### src/rtl/ctrl_sequencer_p.sv
// Multi-cycle control sequencer for the single-bus CPU: one state per datapath step,
// with memory handshake/timeout, MUL/DIV latency, stop/step and retirement counting.
module ctrl_sequencer_p #(
   parameter int OPW         = 5,
   parameter int MULDIV_LAT  = 4,
   parameter int MEM_TIMEOUT = 0,
   parameter int CNT_W       = 32
) (
   input  logic             Clock,
   input  logic             Reset,
   input  logic [31:0]      IR,
   input  logic             con_ff,
   input  logic             mem_ready,
   input  logic             Stop,
   input  logic             Resume,
   input  logic             step_en,
   output logic [27:0]      ctrl,
   output logic             Run,
   output logic             Clear,
   output logic             illegal_op,
   output logic             bus_error,
   output logic             instr_retired,
   output logic [CNT_W-1:0] instr_count
);

   localparam int PC_OUT = 0,  PC_IN = 1,  INC_PC = 2,  MAR_IN = 3,  MDR_IN = 4,  MDR_READ = 5;
   localparam int MDR_OUT = 6, IR_IN = 7,  Y_IN = 8,    ZH_IN = 9,   ZL_IN = 10,  ZH_OUT = 11;
   localparam int ZL_OUT = 12, HI_IN = 13, LO_IN = 14,  HI_OUT = 15, LO_OUT = 16, GRA = 17;
   localparam int GRB = 18,    GRC = 19,   R_IN = 20,   R_OUT = 21,  BA_OUT = 22, RC_OUT = 23;
   localparam int CON_IN = 24, RAM_WRITE = 25, INPORT_OUT = 26, OUTPORT_IN = 27;

   localparam logic [OPW-1:0] OP_LD   = OPW'(0),  OP_LDI  = OPW'(1),  OP_ST   = OPW'(2);
   localparam logic [OPW-1:0] OP_ADD  = OPW'(3),  OP_SHL  = OPW'(11), OP_ADDI = OPW'(12);
   localparam logic [OPW-1:0] OP_ORI  = OPW'(14), OP_DIV  = OPW'(15), OP_MUL  = OPW'(16);
   localparam logic [OPW-1:0] OP_NEG  = OPW'(17), OP_NOT  = OPW'(18), OP_BR   = OPW'(19);
   localparam logic [OPW-1:0] OP_JAL  = OPW'(20), OP_JR   = OPW'(21), OP_IN   = OPW'(22);
   localparam logic [OPW-1:0] OP_OUT  = OPW'(23), OP_MFLO = OPW'(24), OP_MFHI = OPW'(25);
   localparam logic [OPW-1:0] OP_NOP  = OPW'(26), OP_HALT = OPW'(27);

   typedef enum logic [5:0] {
      S_RST, S_F0, S_F1, S_F2, S_DEC,
      S_A3, S_A4, S_AI4, S_A5, S_U3,
      S_MD3, S_MD4, S_MD5, S_MD6,
      S_LD3, S_LD4, S_LD5, S_LD6, S_LD7, S_ST6, S_ST7,
      S_BR3, S_BR4, S_BR5, S_BR6, S_JR3, S_JAL3, S_JAL4,
      S_MFHI, S_MFLO, S_IN, S_OUT, S_NOP, S_HALT
   } state_t;

   state_t           state_reg, state_next, fetch_next;
   logic             stop_pend_reg;
   logic [4:0]       md_cnt_reg;
   logic [31:0]      wait_cnt_reg;
   logic             illegal_reg, bus_error_reg, retired_reg;
   logic [CNT_W-1:0] count_reg;
   logic             retire_now, illegal_now, bus_err_now;
   logic             mem_timeout, md_last, is_wait;
   logic [OPW-1:0]   op;
   logic             unused_ir;

   assign op        = IR[31 -: OPW];
   assign unused_ir = ^IR[31-OPW:0];
   assign md_last   = (md_cnt_reg == 5'(MULDIV_LAT - 1));
   assign is_wait   = (state_reg == S_F1) || (state_reg == S_LD6) || (state_reg == S_ST7);
   // Counter holds the number of wait cycles already spent without mem_ready.
   assign mem_timeout = (MEM_TIMEOUT != 0) && ((wait_cnt_reg + 32'd1) >= 32'(MEM_TIMEOUT));
   assign fetch_next  = (stop_pend_reg || Stop || step_en) ? S_HALT : S_F0;

   assign Run           = (state_reg != S_HALT);
   assign Clear         = (state_reg == S_RST);
   assign illegal_op    = illegal_reg;
   assign bus_error     = bus_error_reg;
   assign instr_retired = retired_reg;
   assign instr_count   = count_reg;

   always_comb begin
      state_next  = state_reg;
      retire_now  = 1'b0;
      illegal_now = 1'b0;
      bus_err_now = 1'b0;
      unique case (state_reg)
         S_RST:  state_next = S_F0;
         S_F0:   state_next = S_F1;
         S_F1, S_LD6, S_ST7: begin
            if (mem_ready) begin
               if (state_reg == S_F1)       state_next = S_F2;
               else if (state_reg == S_LD6) state_next = S_LD7;
               else begin
                  state_next = fetch_next;
                  retire_now = 1'b1;
               end
            end else if (mem_timeout) begin
               state_next  = S_HALT;
               bus_err_now = 1'b1;
            end
         end
         S_F2:   state_next = S_DEC;
         S_DEC: begin
            if (op == OP_LD || op == OP_LDI || op == OP_ST) state_next = S_LD3;
            else if (op >= OP_ADD && op <= OP_ORI)         state_next = S_A3;
            else if (op == OP_DIV || op == OP_MUL)         state_next = S_MD3;
            else if (op == OP_NEG || op == OP_NOT)         state_next = S_U3;
            else if (op == OP_BR)   state_next = S_BR3;
            else if (op == OP_JAL)  state_next = S_JAL3;
            else if (op == OP_JR)   state_next = S_JR3;
            else if (op == OP_IN)   state_next = S_IN;
            else if (op == OP_OUT)  state_next = S_OUT;
            else if (op == OP_MFLO) state_next = S_MFLO;
            else if (op == OP_MFHI) state_next = S_MFHI;
            else if (op == OP_NOP)  state_next = S_NOP;
            else if (op == OP_HALT) begin
               state_next = S_HALT;
               retire_now = 1'b1;
            end else begin
               state_next  = fetch_next;
               illegal_now = 1'b1;
            end
         end
         S_A3:   state_next = (op >= OP_ADDI) ? S_AI4 : S_A4;
         S_A4, S_AI4, S_U3: state_next = S_A5;
         S_MD3:  state_next = S_MD4;
         S_MD4:  state_next = md_last ? S_MD5 : S_MD4;
         S_MD5:  state_next = S_MD6;
         S_LD3:  state_next = S_LD4;
         S_LD4:  state_next = (op == OP_LDI) ? S_A5 : S_LD5;
         S_LD5:  state_next = (op == OP_ST) ? S_ST6 : S_LD6;
         S_ST6:  state_next = S_ST7;
         S_BR3:  state_next = S_BR4;
         S_BR4: begin
            if (con_ff) state_next = S_BR5;
            else begin
               state_next = fetch_next;
               retire_now = 1'b1;
            end
         end
         S_BR5:  state_next = S_BR6;
         S_JAL3: state_next = S_JAL4;
         S_A5, S_MD6, S_LD7, S_BR6, S_JR3, S_JAL4, S_MFHI, S_MFLO, S_IN, S_OUT, S_NOP: begin
            state_next = fetch_next;
            retire_now = 1'b1;
         end
         S_HALT: if (Resume) state_next = S_F0;
         default: state_next = S_RST;
      endcase
   end

   always_comb begin
      ctrl = '0;
      unique case (state_reg)
         S_F0:   begin ctrl[PC_OUT] = 1'b1; ctrl[MAR_IN] = 1'b1; end
         S_F1, S_LD6: begin ctrl[MDR_READ] = 1'b1; ctrl[MDR_IN] = 1'b1; end
         S_F2:   begin ctrl[MDR_OUT] = 1'b1; ctrl[IR_IN] = 1'b1; ctrl[INC_PC] = 1'b1; end
         S_A3, S_MD3: begin ctrl[GRB] = 1'b1; ctrl[R_OUT] = 1'b1; ctrl[Y_IN] = 1'b1; end
         S_A4:   begin ctrl[GRC] = 1'b1; ctrl[R_OUT] = 1'b1; ctrl[ZH_IN] = 1'b1; ctrl[ZL_IN] = 1'b1; end
         S_AI4, S_LD4, S_BR5: begin ctrl[RC_OUT] = 1'b1; ctrl[ZH_IN] = 1'b1; ctrl[ZL_IN] = 1'b1; end
         S_U3:   begin ctrl[GRB] = 1'b1; ctrl[R_OUT] = 1'b1; ctrl[ZH_IN] = 1'b1; ctrl[ZL_IN] = 1'b1; end
         S_A5:   begin ctrl[ZL_OUT] = 1'b1; ctrl[GRA] = 1'b1; ctrl[R_IN] = 1'b1; end
         S_MD4: begin
            ctrl[GRA]   = 1'b1;
            ctrl[R_OUT] = 1'b1;
            ctrl[ZH_IN] = md_last;
            ctrl[ZL_IN] = md_last;
         end
         S_MD5:  begin ctrl[ZL_OUT] = 1'b1; ctrl[LO_IN] = 1'b1; end
         S_MD6:  begin ctrl[ZH_OUT] = 1'b1; ctrl[HI_IN] = 1'b1; end
         S_LD3:  begin ctrl[GRB] = 1'b1; ctrl[BA_OUT] = 1'b1; ctrl[Y_IN] = 1'b1; end
         S_LD5:  begin ctrl[ZL_OUT] = 1'b1; ctrl[MAR_IN] = 1'b1; end
         S_LD7:  begin ctrl[MDR_OUT] = 1'b1; ctrl[GRA] = 1'b1; ctrl[R_IN] = 1'b1; end
         S_ST6:  begin ctrl[GRA] = 1'b1; ctrl[R_OUT] = 1'b1; ctrl[MDR_IN] = 1'b1; end
         S_ST7:  ctrl[RAM_WRITE] = 1'b1;
         S_BR3:  begin ctrl[GRA] = 1'b1; ctrl[R_OUT] = 1'b1; ctrl[CON_IN] = 1'b1; end
         S_BR4:  begin ctrl[PC_OUT] = 1'b1; ctrl[Y_IN] = 1'b1; end
         S_BR6:  begin ctrl[ZL_OUT] = 1'b1; ctrl[PC_IN] = 1'b1; end
         S_JR3, S_JAL4: begin ctrl[GRA] = 1'b1; ctrl[R_OUT] = 1'b1; ctrl[PC_IN] = 1'b1; end
         S_JAL3: begin ctrl[PC_OUT] = 1'b1; ctrl[GRB] = 1'b1; ctrl[R_IN] = 1'b1; end
         S_MFHI: begin ctrl[GRA] = 1'b1; ctrl[R_IN] = 1'b1; ctrl[HI_OUT] = 1'b1; end
         S_MFLO: begin ctrl[GRA] = 1'b1; ctrl[R_IN] = 1'b1; ctrl[LO_OUT] = 1'b1; end
         S_IN:   begin ctrl[GRA] = 1'b1; ctrl[R_IN] = 1'b1; ctrl[INPORT_OUT] = 1'b1; end
         S_OUT:  begin ctrl[GRA] = 1'b1; ctrl[R_OUT] = 1'b1; ctrl[OUTPORT_IN] = 1'b1; end
         default: ctrl = '0;
      endcase
   end

   always_ff @(posedge Clock or posedge Reset) begin
      if (Reset) begin
         state_reg     <= S_RST;
         stop_pend_reg <= 1'b0;
         md_cnt_reg    <= '0;
         wait_cnt_reg  <= '0;
         illegal_reg   <= 1'b0;
         bus_error_reg <= 1'b0;
         retired_reg   <= 1'b0;
         count_reg     <= '0;
      end else begin
         state_reg <= state_next;
         // Stop is ignored while halted, so Resume always wins a tie.
         if (state_reg == S_HALT) begin
            if (Resume) stop_pend_reg <= 1'b0;
         end else if (Stop) begin
            stop_pend_reg <= 1'b1;
         end
         md_cnt_reg   <= (state_reg == S_MD4 && state_next == S_MD4) ? md_cnt_reg + 5'd1 : '0;
         wait_cnt_reg <= (is_wait && state_next == state_reg) ? wait_cnt_reg + 32'd1 : '0;
         illegal_reg   <= illegal_now;
         bus_error_reg <= bus_err_now;
         retired_reg   <= retire_now;
         if (retire_now) count_reg <= count_reg + 1'b1;
      end
   end

endmodule

### config.mk
export PLATFORM = sky130hd
export DESIGN_NAME = ctrl_sequencer_p
export DESIGN_NICKNAME = d
export VERILOG_FILES = /design/src/rtl/ctrl_sequencer_p.sv
export SDC_FILE = /design/constraint.sdc
export NUM_CORES = 1
export LEC_CHECK = 0
export BUFFER_PORTS_ARGS = -buffer_cell sky130_fd_sc_hd__buf_2
export CORE_UTILIZATION = 55
export DETAILED_ROUTE_END_ITERATION = 10
export GPL_TIMING_DRIVEN = 0
export PLACE_DENSITY = 0.89
export SYNTH_ARGS = -nofsm -noshare
export SYNTH_HDL_FRONTEND = slang
export SYNTH_SLANG_ARGS = --single-unit
### constraint.sdc
create_clock -name Clock -period 5.1 [get_ports Clock]
set_input_delay 1.53 -clock Clock [delete_from_list [all_inputs] [get_ports Clock]]
set_output_delay 1.53 -clock Clock [all_outputs]
set_load 0.01 [all_outputs]
==> impl_metrics.sql, run 1 <==
INSERT INTO impl_metrics (metric_group, metric, value, unit) VALUES
('status', 'status', 'complete, no violations', ''),
('worst_setup_path', 'cp_cell_sequence', 'clkbuf_1 -> clkbuf_1 -> nand2_1 -> a21o_1 -> a32oi_1 -> o21ai_0 -> buf_4 -> buf_2', ''),
('die', 'start_util', '58.02', '%'),
('place', 'place_worst_setup_slack', '1.468', 'ns'),
('die', 'die_area', '6191', 'µm²'),
('sta', 'finalWorstSetupSlack', '1.035', 'ns'),
('drt', 'wl_per_cell', '16.72', 'µm'),
('synth', 'netlist_top_cells_count', 'sky130_fd_sc_hd__nor2_1 (48), sky130_fd_sc_hd__dfrtp_1 (46), sky130_fd_sc_hd__nand2_1 (31)', ''),
('drt', 'drc_errors', '0', ''),
('synth', 'synthesis.nets', '435', ''),
('synth', 'netlist_top_cells_area', 'sky130_fd_sc_hd__dfrtp_1 (36%), sky130_fd_sc_hd__xnor2_1 (8.1%), sky130_fd_sc_hd__nor2_1 (5.6%)', ''),
('die', 'num_rows', '27', ''),
('finish', 'layout.filler_cells', '473', ''),
('synth', 'async_flop_share', '100.0', '%'),
('clock_tree', 'cts-resized-gates', '0', ''),
('finish', 'final_core_util', '68.35', '%'),
('finish', 'finish.instance_area', '3810', 'µm²'),
('grt', 'grt_max_degree', '42', ''),
('place', 'io_buffer_count', '74', ''),
('pwr', 'power_per_cell_area', '389.5', 'nW/µm²'),
('grt', 'number_of_global_route_vias_before_repair', '3077', ''),
('clock_tree', 'cts_tree', 'built', ''),
('worst_setup_path', 'critical-path-top-delay-family', 'buffers and inverters', ''),
('synth', 'synthesis.area_per_instance', '8.209', 'µm²'),
('synth', 'synth_cell_types', '61', ''),
('synth', 'synthFlopType', 'sky130_fd_sc_hd__dfrtp_1', ''),
('grt', 'grt_first_pass_wirelength', '14870', 'µm'),
('worst_setup_path', 'wp_data_required', '3.57', 'ns'),
('sta', 'final_max_slew_viol_count', '0', ''),
('die', 'num_io_pins', '104', ''),
('clock_tree', 'tritoncts.num_buffers', '5', ''),
('finish', 'antenna_cells', '0', ''),
('synth', 'post-synth-top-area-fraction', '35.59', '%'),
('pwr', 'ir_drop', '0.2156', 'mV'),
('die', 'floorplan.die.height', '78.69', 'µm'),
('finish', 'num-nets-final', '517', ''),
('drt', 'total_vias_in_the_final_route', '3367', ''),
('drt', 'drt_pass1_iterations', '5', ''),
('drt', 'drtAntennaViolNets', '0', ''),
('clock_tree', 'ctsRootBufferMaster', 'sky130_fd_sc_hd__clkbuf_8', ''),
('finish', 'areaGrowthSynthToFinish', '17.79', '%'),
('sta', 'tightest_slew', '0.5430', 'ns'),
('place', 'placement.cell_area', '3715', 'µm²'),
('grt', 'number_of_antenna_violations_at_the_first_check_in_global_routing', '0', ''),
('grt', 'grt_overflow_total', '0', ''),
('clock_tree', 'clock_sinks', '46', ''),
('worst_setup_path', 'critical_path.slowest_cell', 'sky130_fd_sc_hd__clkbuf_1', ''),
('sta', 'fmaxAchievable', '0.2460', 'GHz'),
('worst_setup_path', 'cp-end-kind', 'output port', ''),
('synth', 'synth.largest_area_cell', 'sky130_fd_sc_hd__dfrtp_1', ''),
('worst_setup_path', 'crit_fanout', '10', ''),
('worst_setup_path', 'cp_num_buf_inv', '4', ''),
('synth', 'synth_enable_flop_cells', '0', ''),
('sta', 'report.final.setup_viol', '0', ''),
('worst_setup_path', 'criticalPathCategory', 'flip-flop to output port', ''),
('clock_tree', 'cts_setup_buffers', '0', ''),
('worst_setup_path', 'startpoint_type', 'flip-flop', ''),
('clock_tree', 'cts_max_level', '2', ''),
('worst_setup_path', 'timing.critical_path.mode_cell', 'sky130_fd_sc_hd__clkbuf_1', ''),
('worst_setup_path', 'critPathArrivalTime', '2.53', 'ns'),
('place', 'dpl.hpwl', '6814', 'µm'),
('synth', 'synthesis.area', '3234', 'µm²'),
('place', 'routabilityCongestion', '0.9706', ''),
('grt', 'grt_util_all_layers', '30.31', '%'),
('finish', 'drive_above_1_share', '24.53', '%'),
('sta', 'setup_total_negative_slack', '0', 'ns'),
('synth', 'yosys.cell_count.top_type', 'sky130_fd_sc_hd__nor2_1', ''),
('sta', 'grt_setup_unrepaired', 'no', ''),
('sta', 'finalCritPeriodShare', '79.70', '%'),
('hold_path', 'holdCritPathClass', 'flip-flop to flip-flop', ''),
('drt', 'vias_per_cell', '6.133', '');
## routing by layer
| layer | global-route usage, % | up-vias | wire length [µm] |
|---|---|---|---|
| met1 | 40.01 | 1592 | 3881 |
| met5 | 0 | - | 0 |
| met4 | 9.074 | 0 | 239 |
| met3 | 5.349 | 37 | 740 |
| met2 | 50.26 | 192 | 4320 |
| li1 | - | 1546 | - |
## cell type report
cell class,count,area [µm²],area share (%)
multi-input cells,306,1866,48.97
flip-flops and latches,46,1151,30.21
repair buffers,75,390.4,10.25
plain buffers,36,195.2,5.123
well taps,72,90.09,2.365
clock buffers,7,86.33,2.266
inverters,6,22.52,0.5911
clock inverters,1,8.758,0.2299
## cells by family (layout without fill, tap and decap cells)
| logic type | count (synthesis) | in the layout | synth area share, % |
|---|---|---|---|
| buffers and inverters | 42 | 125 | 6.731 |
| adders and majority gates | 2 | 2 | 0.7736 |
| muxes | 2 | 2 | 0.6576 |
| AOI/OAI and AO/OA | 73 | 73 | 13.89 |
| and+or+nand+nor | 192 | 192 | 32.50 |
| DFF | 46 | 46 | 35.59 |
| xor gates and xnor gates | 36 | 36 | 9.748 |
| other | 1 | 1 | 0.1159 |
## layout by cell type, fill, tap and decap left out, types with 3 or more instances in the layout
| master | count |
|---|---|
| sky130_fd_sc_hd__nor2b_1 | 10 |
| sky130_fd_sc_hd__clkbuf_1 | 14 |
| sky130_fd_sc_hd__o211ai_1 | 4 |
| sky130_fd_sc_hd__a31oi_1 | 4 |
| sky130_fd_sc_hd__dfrtp_1 | 46 |
| sky130_fd_sc_hd__nor2_1 | 48 |
| sky130_fd_sc_hd__nand3_1 | 24 |
| sky130_fd_sc_hd__nand2b_1 | 8 |
| sky130_fd_sc_hd__xnor2_1 | 30 |
| sky130_fd_sc_hd__buf_6 | 3 |
| sky130_fd_sc_hd__buf_2 | 83 |
| sky130_fd_sc_hd__and2_1 | 4 |
| sky130_fd_sc_hd__and3_1 | 13 |
| sky130_fd_sc_hd__nor3_2 | 3 |
| sky130_fd_sc_hd__a211oi_1 | 5 |
| sky130_fd_sc_hd__buf_4 | 7 |
| sky130_fd_sc_hd__a21oi_1 | 23 |
| sky130_fd_sc_hd__inv_1 | 5 |
| sky130_fd_sc_hd__nor3_1 | 7 |
| sky130_fd_sc_hd__o21ai_0 | 19 |
| sky130_fd_sc_hd__buf_1 | 4 |
| sky130_fd_sc_hd__nand4_1 | 17 |
| sky130_fd_sc_hd__clkbuf_8 | 6 |
| sky130_fd_sc_hd__xor2_1 | 6 |
| sky130_fd_sc_hd__and4_1 | 3 |
| sky130_fd_sc_hd__nand2_1 | 31 |
## path summary, 6_finish.rpt
check | endpoint | slack (ns) | cells past startpoint | from
worst max-delay path | ctrl[10] | 1.04 | 8 | state_reg[3]
worst min-delay path | md_cnt_reg[0] | 0.48 | 1 | md_cnt_reg[0]
worst max register to register | instr_count[23] | 2.99 | 8 | state_reg[3]
worst min register to register | md_cnt_reg[0] | 0.48 | 1 | md_cnt_reg[0]
max in group asynchronous | state_reg[3] | 3.55 | 3 | Reset
min in group asynchronous | md_cnt_reg[2] | 1.11 | 2 | Reset
## metrics by stage
stage,power [µW],instances,hold slack (ns)
after CTS,1462,549,0.4827
after global placement,1226,540,0.4496
after detailed placement,1229,541,0.4712
after global routing,1572,549,0.5027
final,1484,549,0.4805
after floorplan,987.8,394,0.4329
## report_power, final
group,internal (µW),switching [µW]
registers,406,35.5
clock network,112,124
logic,290,516
(Power assumes the default switching activity.)
==> run 2: changes to the inputs <==
- CORE_UTILIZATION: 55 -> 47
- PLACE_DENSITY: 0.89 -> 0.82
- clock period: 5.1 -> 3.6 ns (I/O delays scaled with it)
==> impl_metrics.sql, run 2 (synthesis results as in run 1) <==
INSERT INTO impl_metrics (metric_group, metric, value, unit) VALUES
('grt', 'number_of_antenna_violations_at_the_first_check_in_global_routing', '0', ''),
('sta', 'timing.slew.headroom', '59.65', '%'),
('clock_tree', 'clock_sinks', '46', ''),
('worst_setup_path', 'startpoint_type', 'flip-flop', ''),
('die', 'start_util', '49.80', '%'),
('pwr', 'ir_drop', '0.2305', 'mV'),
('drt', 'drc_errors', '4', ''),
('finish', 'num-nets-final', '517', ''),
('sta', 'final_report_hold_violation_count', '0', ''),
('clock_tree', 'ctsRootBufferMaster', 'sky130_fd_sc_hd__clkbuf_8', ''),
('status', 'status', 'complete, but fails checks', ''),
('finish', 'layout.cells.non_filler', '554', ''),
('die', 'die_area', '7217', 'µm²'),
('clock_tree', 'insertion_delay', '0.30', 'ns'),
('sta', 'finalCritPeriodShare', '95.34', '%'),
('drt', 'drc_violation_total_after_the_first_tritonroute_iteration', '245', ''),
('drt', 'wl_per_cell', '15.89', 'µm'),
('die', 'floorplan.die.height', '84.96', 'µm'),
('sta', 'setup_total_negative_slack', '0', 'ns'),
('hold_path', 'holdCritPathClass', 'flip-flop to flip-flop', ''),
('sta', 'tightest_slew', '0.6052', 'ns'),
('grt', 'grt_max_degree', '45', ''),
('sta', 'clock_skew', '0.007073', 'ns'),
('pwr', 'totalPowerFinal', '2095', 'µW'),
('worst_setup_path', 'critPathArrivalTime', '2.35', 'ns'),
('drt', 'drtAntennaViolNets', '0', ''),
('status', 'violations_in_the_final_reports', 'design-rule violations', ''),
('die', 'num_rows', '29', ''),
('die', 'horizontal_die_dimension', '84.96', 'µm'),
('grt', 'grt_first_pass_wirelength', '14460', 'µm'),
('grt', 'grt_util_all_layers', '24.94', '%'),
('clock_tree', 'worst_setup_hold_path_clk_slew', '0.08', 'ns'),
('drt', 'vias_per_cell', '5.977', ''),
('worst_setup_path', 'wp_data_required', '2.52', 'ns'),
('finish', 'antenna_cells', '0', ''),
('clock_tree', 'postCtsHoldBufs', '0', ''),
('sta', 'fmaxAchievable', '0.2914', 'GHz'),
('clock_tree', 'ctsLongestPathBuffers', '2', ''),
('clock_tree', 'tritoncts.num_buffers', '5', ''),
('worst_setup_path', 'crit_fanout', '10', ''),
('finish', 'flip_flop_count_of_the_largest_register_all_copies_and_words_added', '32', ''),
('finish', 'drive_above_1_share', '24.74', '%'),
('place', 'routabilityCongestion', '0.9780', ''),
('finish', 'areaGrowthSynthToFinish', '18.03', '%'),
('sta', 'report.final.setup_viol', '0', ''),
('sta', 'period_needed', '3.432', 'ns'),
('worst_setup_path', 'cp-end-kind', 'output port', ''),
('place', 'dpl.hpwl', '6529', 'µm'),
('die', 'num_io_pins', '104', ''),
('place', 'io_buffer_count', '74', ''),
('job', 'maxCapViolCount', '0', ''),
('drt', 'wl', '8801', 'µm'),
('drt', 'total_vias_in_the_final_route', '3311', ''),
('worst_setup_path', 'criticalPathCategory', 'flip-flop to output port', ''),
('clock_tree', 'cts_max_level', '2', ''),
('grt', 'number_of_global_route_vias_before_repair', '2959', ''),
('drt', 'drt_pass1_iterations', '10', ''),
('sta', 'final_max_slew_viol_count', '0', ''),
('finish', 'layout_commonest_cell', 'sky130_fd_sc_hd__buf_2', ''),
('sta', 'grt_setup_unrepaired', 'no', ''),
('grt', 'grt_overflow_total', '0', ''),
('die', 'coreArea', '6495', 'µm²'),
('place', 'place_inst', '546', ''),
('finish', 'layout.cells.most_common_list', 'sky130_fd_sc_hd__buf_2 (83), sky130_fd_sc_hd__nor2_1 (48), sky130_fd_sc_hd__dfrtp_1 (46), sky130_fd_sc_hd__nand2_1 (31), sky130_fd_sc_hd__xnor2_1 (30)', ''),
('sta', 'hold-worst-slack', '0.4747', 'ns'),
('clock_tree', 'cts_tree', 'built', ''),
('pwr', 'power_per_cell_area', '548.8', 'nW/µm²'),
('pwr', 'power_leakage', '0.001794', 'µW');
==> run 2: cell counts in the layout (fill, tap and decap cells not counted) <==
No cell type changed its count.
==> run 2: path summary, 6_finish.rpt <==
kind                               start         endpoint  slack, ns  cells after the start
hold / removal             md_cnt_reg[0]    md_cnt_reg[0]       0.47                      1
hold reg to reg            md_cnt_reg[0]    md_cnt_reg[0]       0.47                      1
min in group asynchronous          Reset    md_cnt_reg[3]       0.63                      2
setup reg to reg            state_reg[1]     state_reg[1]       1.53                      8
max in group asynchronous          Reset  instr_count[22]       2.55                      3
setup / recovery            state_reg[2]         ctrl[10]       0.17                      8
==> run 2: layout make-up <==
cell class                      instances  area [µm²]
Clock buffer                            7       86.33
Multi-Input combinational cell        306        1866
Tap cell                               77       96.34
Timing Repair Buffer                   75       390.4
Clock inverter                          1       8.758
Sequential cell                        46        1151
Buffer                                 36       196.4
Fill cell                             579        2678
Inverter                                6       22.52
==> run 2: what timing repair did <==
item                                    4_1_cts  5_1_grt
endpoints found under the hold margin         0        0
endpoints found under the setup margin        0        1
resized for setup                             0        2
buffers inserted                              0        0
==> run 2: metrics by stage <==
stage	cell area, µm²	utilization [%]	setup WS (ns)
2_1_floorplan	3234	-	0.8140
3_5_place_dp	3721	57.29	0.4447
5_1_grt	3817	58.77	0.05545
3_3_place_gp	3701	56.98	0.4180
4_1_cts	3816	58.76	0.09392
6_report	3817	58.77	0.1679
==> run 2: report_power, final <==
group	internal [µW]	switching, µW	total (µW)
registers	575	52.3	628
logic	411	721	1130
clock network	159	177	336
==> run 2: worst max-delay path, cell delays in order, from the launching register on <==
cell and delay, ns:
sky130_fd_sc_hd__dfrtp_1 0.33, sky130_fd_sc_hd__buf_4 0.16, sky130_fd_sc_hd__clkbuf_1 0.42, sky130_fd_sc_hd__clkbuf_1 0.42
sky130_fd_sc_hd__nor2_1 0.13, sky130_fd_sc_hd__a32oi_1 0.18, sky130_fd_sc_hd__o21ai_0 0.13, sky130_fd_sc_hd__buf_4 0.17
sky130_fd_sc_hd__buf_2 0.13
==> run 2: layer usage <==
| layer | vias to the layer above | wire length, µm | global-route usage, % | share of wire [%] |
|---|---|---|---|---|
| met3 | 16 | 851 | 5.156 | 9.7 |
| met2 | 195 | 4050 | 38.49 | 46 |
| met4 | 0 | 140 | 8.937 | 1.6 |
| li1 | 1549 | - | - | - |
| met1 | 1551 | 3760 | 34.64 | 43 |
| met5 | - | 0 | 0 | 0 |
